### config.mk
export PLATFORM = sky130hd
export DESIGN_NAME = privacy_noise_scheduler
export DESIGN_NICKNAME = d
export VERILOG_FILES = /design/src/rtl/privacy_noise_scheduler.sv
export SDC_FILE = /design/constraint.sdc
export NUM_CORES = 1
export LEC_CHECK = 0
export BUFFER_PORTS_ARGS = -buffer_cell sky130_fd_sc_hd__buf_2
export CAP_MARGIN = 20
export CELL_PAD_IN_SITES_DETAIL_PLACEMENT = 1
export CELL_PAD_IN_SITES_GLOBAL_PLACEMENT = 1
export CORE_UTILIZATION = 45
export CTS_CLUSTER_DIAMETER = 120
export DETAILED_ROUTE_END_ITERATION = 7
export PLACE_DENSITY_LB_ADDON = 0.1
export SLEW_MARGIN = 20
export SYNTH_ARGS = -nofsm -noshare
export SYNTH_HDL_FRONTEND = slang
export SYNTH_SLANG_ARGS = --single-unit
export TNS_END_PERCENT = 10
### constraint.sdc
create_clock -name clk -period 6.15 [get_ports clk]
set_clock_uncertainty 0.1 [all_clocks]
set_input_delay 0.3075 -clock clk [delete_from_list [all_inputs] [get_ports clk]]
set_output_delay 0.3075 -clock clk [all_outputs]
set_load 0.1 [all_outputs]
### src/rtl/privacy_noise_scheduler.sv
// Sequences one CNN inference per query and hands true/noisy class plus the noise decision to the privacy stage.
// Optional secure-mode query budget is compiled in when PRIVACY_BUDGET_EN is defined.
module privacy_noise_scheduler #(
  parameter int          NUM_CLASSES = 10,
  parameter int          NOISE_RATE  = 64,
  parameter int          BUDGET      = 16,
  parameter logic [15:0] LFSR_SEED   = 16'hACE1
) (
  input  logic       clk,
  input  logic       resetn,
  input  logic       secure_mode_active,
  input  logic       query_req,
  output logic       query_ack,
  output logic       cnn_start,
  input  logic       cnn_done,
  input  logic [3:0] cnn_class,
  output logic       inject_noise,
  output logic [3:0] class_noisy,
  output logic [3:0] class_true,
  output logic       done_to_priv,
  input  logic       budget_reload,
  output logic [7:0] budget_left,
  output logic       locked
);

  typedef enum logic [1:0] {IDLE, RUN, DECIDE, ISSUE} state_t;

  localparam logic [4:0] NC      = 5'(NUM_CLASSES);
  localparam logic [3:0] NC_M1   = 4'(NUM_CLASSES - 1);
  localparam logic [8:0] RATE    = 9'(NOISE_RATE);

  state_t      state_reg, state_next;
  logic [15:0] lfsr_reg, lfsr_next;
  logic [3:0]  class_true_reg;
  logic [3:0]  class_noisy_reg;
  logic        inject_noise_reg;
  logic [3:0]  offset;
  logic [4:0]  noisy_sum;
  logic [3:0]  class_noisy_next;
  logic        inject_next;

  // Galois form of x^16+x^14+x^13+x^11
  assign lfsr_next = lfsr_reg[0] ? ({1'b0, lfsr_reg[15:1]} ^ 16'hB400) : {1'b0, lfsr_reg[15:1]};

  // Offset in 1..NUM_CLASSES-1 guarantees the substitute differs from the true class
  assign offset           = lfsr_reg[11:8] % NC_M1;
  assign noisy_sum        = {1'b0, class_true_reg} + 5'd1 + {1'b0, offset};
  assign class_noisy_next = 4'(noisy_sum % NC);
  assign inject_next      = secure_mode_active && ({1'b0, lfsr_reg[7:0]} < RATE);

  always_ff @(posedge clk or negedge resetn) begin
    if (!resetn) begin
      state_reg        <= IDLE;
      lfsr_reg         <= LFSR_SEED;
      class_true_reg   <= 4'd0;
      class_noisy_reg  <= 4'd0;
      inject_noise_reg <= 1'b0;
    end else begin
      state_reg <= state_next;
      lfsr_reg  <= lfsr_next;
      if (state_reg == RUN && cnn_done) begin
        class_true_reg <= cnn_class;
      end
      if (state_reg == DECIDE) begin
        class_noisy_reg  <= class_noisy_next;
        inject_noise_reg <= inject_next;
      end
    end
  end

`ifdef PRIVACY_BUDGET_EN
  logic [7:0] budget_reg;

  always_ff @(posedge clk or negedge resetn) begin
    if (!resetn) begin
      budget_reg <= 8'(BUDGET);
    end else if (budget_reload) begin
      budget_reg <= 8'(BUDGET);
    end else if (state_reg == ISSUE && secure_mode_active && budget_reg != 8'd0) begin
      budget_reg <= budget_reg - 8'd1;
    end
  end

  assign budget_left = budget_reg;
  assign locked      = secure_mode_active && (budget_reg == 8'd0);
`else
  logic unused_budget_reload;
  assign unused_budget_reload = budget_reload;
  assign budget_left          = 8'd0;
  assign locked               = 1'b0;
`endif

  always_comb begin
    state_next   = state_reg;
    query_ack    = 1'b0;
    cnn_start    = 1'b0;
    done_to_priv = 1'b0;
    case (state_reg)
      IDLE: begin
        if (query_req && !locked) begin
          query_ack  = 1'b1;
          cnn_start  = 1'b1;
          state_next = RUN;
        end
      end
      RUN: begin
        if (cnn_done) begin
          state_next = DECIDE;
        end
      end
      DECIDE: begin
        state_next = ISSUE;
      end
      ISSUE: begin
        done_to_priv = 1'b1;
        state_next   = IDLE;
      end
      default: begin
        state_next = IDLE;
      end
    endcase
  end

  assign class_true   = class_true_reg;
  assign class_noisy  = class_noisy_reg;
  assign inject_noise = inject_noise_reg;

endmodule

==> impl_metrics.toml <==
[synthesis]
ys_warn_count = 0
synth_top_family_by_area = "adder cells"
synth-simple-area-share_pct = 8.27
synthCells = 123
syn_area_per_cell_sq_um = 11.6
synth_mux_area_share_pct = 5.45
synth-edff-count = 0
synth-compound-area-share_pct = 12.1
synth_seq_cells = 27
syn_area_sq_mm = 0.00142
synth_xor_area_share_pct = 3.08
async_flop_share_pct = 100
synthFlopType = "dfrtp_1"
yosysUniqueCellTypes = 41
synth_fa_ha_area_share_pct = 12.8
synth-seq-area-share_pct = 48.2

[grt]
first_global_vias = 958
grt_pass1_wl_microns = 4240
antenna_found_initial = 0
grt_max_degree = 28
grt_usage_pct = 16.7
grt.overflow.total = 0

[placement]
place_hpwl_microns = 1970
gp_congestion = 0.767
numPortBuffers = 20

[min_path]
hold_class = "input pin to register"
hold_depth = 2

[status]
status = "finished clean"

[routing]
wirelength_microns = 2490
drc_errors = 0
num_vias = 933
avgViaCountPerCell = 4.96
drt_iter0_markers = 18
dr.pass1.iters = 4
wire_per_inst_microns = 13.2
ant_nets = 0

[final_layout]
syn_to_final_growth_pct = 9.50
antenna_cells = 0
final_common_cell = "buf_2"
drive_above_1_share_pct = 28.5
largest_reg_flops = 16
final_nets = 169
fill_cells = 327
final_cell_mix = "buf_2 (20), dfrtp_1 (19), inv_1 (13), ha_1 (13), conb_1 (9)"

[worst_setup_path]
reg2regPathDepth = 16
setup.worst_path.end = "class_noisy[1]"
r2r_end = "class_noisy[1]"
r2r_start = "lfsr_reg[9]"
cp-start-kind = "register"
cp.arrival_ns = 3.87
end_kind = "register"
crit_fanout = 8
crit_start = "lfsr_reg[9]"
reg2reg_slack_ns = 2.42
cp.required_ns = 6.29
critPathKind = "register to register"

[flow_run]
maxCapViolations = 0

[timing]
hold_viol = 0
timing.final.crit_share_pct = 60.6
timing_worst_slew_pin_value_ns = 0.577
finalCriticalPeriod_ns = 3.73
drv_slew = 0
rsz0062_at_grt = "false"
finalSetupViolCount = 0
relSlewSlack_pct = 61.5
setup_tns_ns = 0
fmax_mhz = 268

[clocking]
cts_root_buf = "clkbuf_4"
tritoncts = "yes"
clock_latency_ns = 0.32
cts_buffer_depth = 2
cts_made_buffers = 3
cts_resized = 0
clk_pin_slew_ns = 0.14
clkSinkCount = 27
h-tree-depth = 1
post_cts_buffers = 0
cts_hold_buffers = 1

[floorplanning]
row_count = 20
die_h_microns = 58.2
fp.coreArea_sq_mm = 0.00303
initial_core_util_pct = 47.0
die-area_sq_mm = 0.00339
fp.dieW_microns = 58.2
pin_count = 31
[critical path, cell delays in order (launching register included)]
cell and delay, ns:
dfrtp_1 0.41, inv_1 0.07, ha_1 0.19, nand2b_1 0.15
o21ai_0 0.35, o21ai_0 0.25, ha_1 0.33, nand3b_1 0.10
nand3_1 0.12, nor2b_1 0.47, a21oi_1 0.18, ha_1 0.22
a21o_1 0.18, o21bai_1 0.16, nand4b_1 0.13, o2111ai_1 0.13
o211ai_1 0.12
[metrics by stage]
step	std cells	instance area [sq um]	util, %	hold slack, ns	worst slack (ns)
5_1_grt	188	1560	51.4	0.0939	2.11
2_1_floorplan	131	1450	-	-0.0881	2.99
6_report	188	1560	51.4	0.109	2.42
3_5_place_dp	183	1520	50.1	0.236	2.51
4_1_cts	188	1560	51.4	0.0943	2.43
3_3_place_gp	183	1520	50.1	0.228	2.69
[logic make-up after synthesis]
logic type               after synthesis
flip-flops                            27
buffers and inverters                 25
AO/OA/AOI/OAI                         23
AND/OR/NAND/NOR                       21
adder cells (fa/ha/maj)               14
multiplexers                           7
XOR/XNOR                               5
other                                  1
[final cells by class]
type                    instances  area, sq um  area share, %
flip-flops and latches         27          686           44.0
multi-input cells              79          628           40.3
repair buffers                 21          110           7.07
well taps                      44         55.1           3.53
inverters                      13         48.8           3.13
clock buffers                   3         22.5           1.45
clock inverters                 1         7.51          0.482
[cell usage after synthesis (2+ instances only)]
cell	count	share of area, %
dfrtp_1	19	33
ha_1	13	11
inv_1	13	3.4
buf_4	10	5.3
dfstp_2	8	15
mux2_2	6	4.7
nand2_1	5	1.3
o21ai_0	4	1.4
a21oi_1	3	1.1
nand2b_1	3	1.3
nor2_1	3	0.79
xor2_1	3	1.8
a21o_1	2	1.1
nor3b_1	2	1.1
o211ai_1	2	1.1
xnor2_1	2	1.2
[metal layers]
metal  part of all wire (%)  GRT usage, %  routed length [microns]  up-vias
met3                    3.7          3.35                       92        5
met1                     44          20.5                     1100      462
li1                       -             -                        -      442
met2                     51          28.7                     1260       24
met4                    1.2          6.80                       30        0
met5                      0             0                        0        -
[worst min path at each step]
stage | from | endpoint | slack, ns
after floorplan | resetn | class_noisy[0] | -0.09
after global placement | resetn | class_true[2] | 0.23
after detailed placement | resetn | class_true[0] | 0.24
after CTS | cnn_class[1] | class_true[1] | 0.09
after global routing | cnn_class[0] | class_true[0] | 0.09
final | cnn_class[0] | class_true[0] | 0.11
Power is left out: the tool's default activity adds up to more than one toggle a clock period on the data nets, which glitch-free logic cannot reach.
